[src/rtl/gpr_file_sb.sv]
// General-purpose register file: two combinational bypassed read ports, ALU and
// load write-back ports, and a per-register busy scoreboard for decode hazard stalls.
module gpr_file_sb #(
    parameter int WordSize = 32,
    parameter int AddrBits = 5,
    parameter bit ZeroReg  = 1'b1
) (
    input  logic                clk,
    input  logic                rstn,
    input  logic [AddrBits-1:0] rs1n,
    input  logic [AddrBits-1:0] rs2n,
    output logic [WordSize-1:0] rs1d,
    output logic [WordSize-1:0] rs2d,
    output logic                rs1_busy,
    output logic                rs2_busy,
    input  logic                wbe0,
    input  logic [AddrBits-1:0] rd0n,
    input  logic [WordSize-1:0] rd0d,
    input  logic                wbe1,
    input  logic [AddrBits-1:0] rd1n,
    input  logic [WordSize-1:0] rd1d,
    input  logic                iss_en,
    input  logic [AddrBits-1:0] iss_rdn,
    input  logic                flush
);

    localparam int NumRegs = 2 ** AddrBits;

    logic [WordSize-1:0] regs_q [NumRegs];
    logic [NumRegs-1:0]  busy_q;
    logic [NumRegs-1:0]  busy_d;
    logic [NumRegs-1:0]  wb_hit;
    logic                wr0;
    logic                wr1;

    // Port 0 is dropped when the load port targets the same register.
    always_comb begin
        wr1 = wbe1 && !(ZeroReg && (rd1n == '0));
        wr0 = wbe0 && !(ZeroReg && (rd0n == '0)) && !(wbe1 && (rd1n == rd0n));
    end

    // Per-bit priority: flush, then issue (set), then write-back (clear).
    always_comb begin
        wb_hit = '0;
        busy_d = busy_q;
        for (int i = 0; i < NumRegs; i++) begin
            wb_hit[i] = (wbe0 && (rd0n == AddrBits'(i))) || (wbe1 && (rd1n == AddrBits'(i)));
            if (flush) begin
                busy_d[i] = 1'b0;
            end else if (iss_en && (iss_rdn == AddrBits'(i))) begin
                busy_d[i] = 1'b1;
            end else if (wb_hit[i]) begin
                busy_d[i] = 1'b0;
            end
        end
        if (ZeroReg) begin
            busy_d[0] = 1'b0;
        end
    end

    always_ff @(posedge clk or negedge rstn) begin
        if (!rstn) begin
            busy_q <= '0;
            for (int i = 0; i < NumRegs; i++) begin
                regs_q[i] <= '0;
            end
        end else begin
            busy_q <= busy_d;
            for (int i = 0; i < NumRegs; i++) begin
                if (wr1 && (rd1n == AddrBits'(i))) begin
                    regs_q[i] <= rd1d;
                end else if (wr0 && (rd0n == AddrBits'(i))) begin
                    regs_q[i] <= rd0d;
                end
            end
        end
    end

    // While reset is held the bypass paths are masked so the outputs read zero.
    function automatic logic [WordSize-1:0] read_data(input logic [AddrBits-1:0] idx);
        logic [WordSize-1:0] d;
        if (!rstn || (ZeroReg && (idx == '0))) begin
            d = '0;
        end else if (wbe1 && (rd1n == idx)) begin
            d = rd1d;
        end else if (wbe0 && (rd0n == idx)) begin
            d = rd0d;
        end else begin
            d = regs_q[idx];
        end
        return d;
    endfunction

    function automatic logic read_busy(input logic [AddrBits-1:0] idx);
        return rstn && !(ZeroReg && (idx == '0)) && busy_q[idx] && !wb_hit[idx] && !flush;
    endfunction

    always_comb begin
        rs1d     = read_data(rs1n);
        rs2d     = read_data(rs2n);
        rs1_busy = read_busy(rs1n);
        rs2_busy = read_busy(rs2n);
    end

endmodule

[config.mk]
export PLATFORM = sky130hd
export DESIGN_NAME = gpr_file_sb
export DESIGN_NICKNAME = d
export VERILOG_FILES = /design/src/rtl/gpr_file_sb.sv
export SDC_FILE = /design/constraint.sdc
export NUM_CORES = 2
export LEC_CHECK = 0
export BUFFER_PORTS_ARGS = -buffer_cell sky130_fd_sc_hd__buf_2
export CORE_MARGIN = 2
export CORE_UTILIZATION = 35
export DETAILED_ROUTE_END_ITERATION = 8
export REMOVE_ABC_BUFFERS = 1
export SLEW_MARGIN = 20
export SYNTH_ARGS = -nofsm -noshare
export SYNTH_HDL_FRONTEND = slang
export SYNTH_SLANG_ARGS = --single-unit
export TNS_END_PERCENT = 100
[constraint.sdc]
create_clock -name clk -period 2.5 [get_ports clk]
set_clock_uncertainty 0.2 [all_clocks]
set_input_delay 0.25 -clock clk [delete_from_list [all_inputs] [get_ports clk]]
set_output_delay 0.25 -clock clk [all_outputs]
set_load 0.02 [all_outputs]
==> flow_metrics.tcl <==
set metrics [dict create \
    drt_first_pass_iters 6 \
    synth_area_sq_mm 0.0670 \
    gr-usage-met2_pct 42.2 \
    hpwl_um 167000 \
    maxSlewViolCount 0 \
    cts.clk_slew.worst_paths_ns 0.06 \
    drt_iter0_drc 7155 \
    drive_gt1_share_pct 28.1 \
    route.vias.total 55600 \
    critPathCaptureType "output pin" \
    finalSetupViolations 66 \
    routed_wirelength_um 272000 \
    dpl_cell_area_sq_mm 0.0748 \
    slew_headroom_pct 17.7 \
    final_nets 6490 \
    die_area_sq_mm 0.195 \
    final_common_cell "dfrtp_1" \
    drv.max_cap_violation_count 0 \
    fmax_mhz 293 \
    dieWidth_um 442 \
    cts_tree "done" \
    die_h_um 442 \
    gp_congestion 0.885 \
    gr-usage-met3_pct 6.50 \
    arrival_ns 2.96 \
    yosysSeqAreaShare_pct 39.4 \
    worst_slack_ns -0.909 \
    status "finished with violations" \
    post_synth.cell_area_avg_sq_um 10.9 \
    drt.antenna.violating_nets 0 \
    yosysWarnings 0 \
    io_buffers 160 \
    rows 160 \
    grt_max_degree 193 \
    cts.sinks 1055 \
    grt_overflow 0 \
    vias_per_cell 6.17 \
    async_reset_ff_share_pct 100 \
    clk-insertion-delay-late_ns 0.75 \
    io_pins 161 \
    grt_pass1_wl_um 393000 \
    htree_levels 3 \
    top_usage_layer "met2" \
    first_global_vias 54700 \
    cts_max_path_buffers 3 \
    violations "setup timing" \
    start_kind "flip-flop" \
    path_class "reg2out" \
    cts-root-buf "clkbuf_16" \
    initial_core_util_pct 35.2 \
    place_inst 8645 \
    synth-edff-count 0 \
    power_leakage_nw 33.9 \
    cp_max_fo 3 \
    fin_crit_ns 3.41 \
    grt_use_met1_pct 36.4 \
    max_slew.worst_pin.slew_ns 1.23 \
    power_density_mw_per_mm2 762 \
    final_cells 9016 \
    cp_data_required_time_ns 2.05 \
    ys_ff_latch 1055 \
    grt.total_usage_pct 27.6 \
    hold_viol 0 \
    drc_errors 0 \
    cts_buffers 118 \
    synthFlopType "dfrtp_1" \
    antenna_found_initial 6 \
    routedWlPerCell_um 30.2 \
    area_growth_pct 21.0 \
    worst_hold_path_type "in2reg" \
    ys_types 62 \
    fin_crit_sh_pct 136 \
    ir_drop_uv 632 \
    most-common-layout-cells "dfrtp_1, mux2i_1, nor2_1" \
    fin_area_sq_mm 0.0811 \
    syn_inst 6147 \
    core_sq_mm 0.190 \
    pre_cts_slack_ns -0.743 \
    rsz0062_at_grt "yes" \
]
[registers in the layout, indices dropped and copies added (netlist names)]
name    count
regs_q   1024
busy_q     31
[critical path: stages (launching register included)]
cell and delay, ns:
dfrtp_1 0.42, mux4_2 0.49, mux4_2 0.49, mux2i_2 0.20, buf_4 0.18, nand2_2 0.06, o21ai_2 0.09, o21ai_1 0.09
buf_4 0.16
[through the flow]
stage	util (%)	hold WS (ns)	power [mW]	TNS [ns]
2_1_floorplan	-	-0.246	34.7	-968.27
3_3_place_gp	39.3	0.118	40.6	-74.35
3_5_place_dp	39.3	0.119	41.4	-88.02
4_1_cts	42.4	0.0739	61.3	-52.84
5_1_grt	42.6	0.183	64.4	-54.96
6_report	42.6	0.124	61.8	-49.85
[cell families (layout without fill, tap and decap cells)]
group	Yosys count	in the layout	synth area share [%]
XOR/XNOR	20	20	0.261
AND/OR/NAND/NOR	1315	1315	7.77
AO/OA/AOI/OAI	1225	1225	9.53
multiplexers	1722	1722	38.0
buffers and inverters	810	1162	5.00
flip-flops	1055	1055	39.4
other	0	6	0
[power breakdown]
part           internal (mW)  switching, mW
Sequential              21.5           3.78
Combinational           9.50           7.71
Clock                   11.4           7.91
[routing by layer]
metal,wire (um),vias to the layer above
met5,26,-
met4,16300,4
met3,27400,740
met2,124000,3337
met1,105000,28500
li1,-,23000
[final timing paths]
check                           slack, ns          from            to  depth (start not counted)
worst min-delay path                 0.12          wbe1    busy_q[22]                          5
worst max register to register       0.33    busy_q[13]    busy_q[13]                          6
worst min register to register       0.20  regs_q[1022]  regs_q[1022]                          0
worst max-delay path                -0.91   regs_q[393]       rs1d[9]                          8
min in group asynchronous            0.21          rstn   regs_q[974]                          4
max in group asynchronous            0.56          rstn   regs_q[443]                          4
[cell usage after synthesis, types with 5 or more instances]
cell type | instances | share of area (%)
o21ai_0 | 278 | 2.1
buf_6 | 7 | 0.12
o22ai_1 | 13 | 0.12
nor2_1 | 838 | 4.7
a22o_1 | 5 | 0.065
inv_1 | 19 | 0.11
nand2b_1 | 9 | 0.084
nand2_1 | 400 | 2.2
mux4_2 | 659 | 22
buf_2 | 131 | 0.98
mux2i_1 | 1061 | 16
nand4b_1 | 6 | 0.078
o21ai_1 | 82 | 0.61
nor3_1 | 5 | 0.037
buf_1 | 126 | 0.71
a22oi_1 | 20 | 0.22
dfrtp_1 | 1055 | 39
a32oi_1 | 12 | 0.16
clkbuf_1 | 500 | 2.8
nand3_1 | 6 | 0.045
nor2b_1 | 12 | 0.11
nor4_1 | 5 | 0.047
and2_1 | 6 | 0.056
xor2_1 | 16 | 0.21
buf_4 | 25 | 0.28
a21oi_1 | 780 | 5.8
[layout make-up]
class	count	area, sq um
timing repair buffer	917	8910
fill	17700	109000
sequential	1055	26400
inverter	21	81.3
clock buffer	164	3410
clock inverter	60	838
tap	2511	3140
antenna	6	15.0
multi-input combinational	4282	38300
[what timing repair did]
| item | 4_1_cts | 5_1_grt |
|---|---|---|
| hold endpoints to repair | 1933 | 0 |
| endpoints found under the setup margin | 66 | 70 |
| resized for setup | 128 | 62 |
| pin swaps | 35 | 34 |
| buffers inserted | 10 | 23 |
| hold buffers | 112 | 0 |
Note: power is estimated with default switching activity, not from simulation.
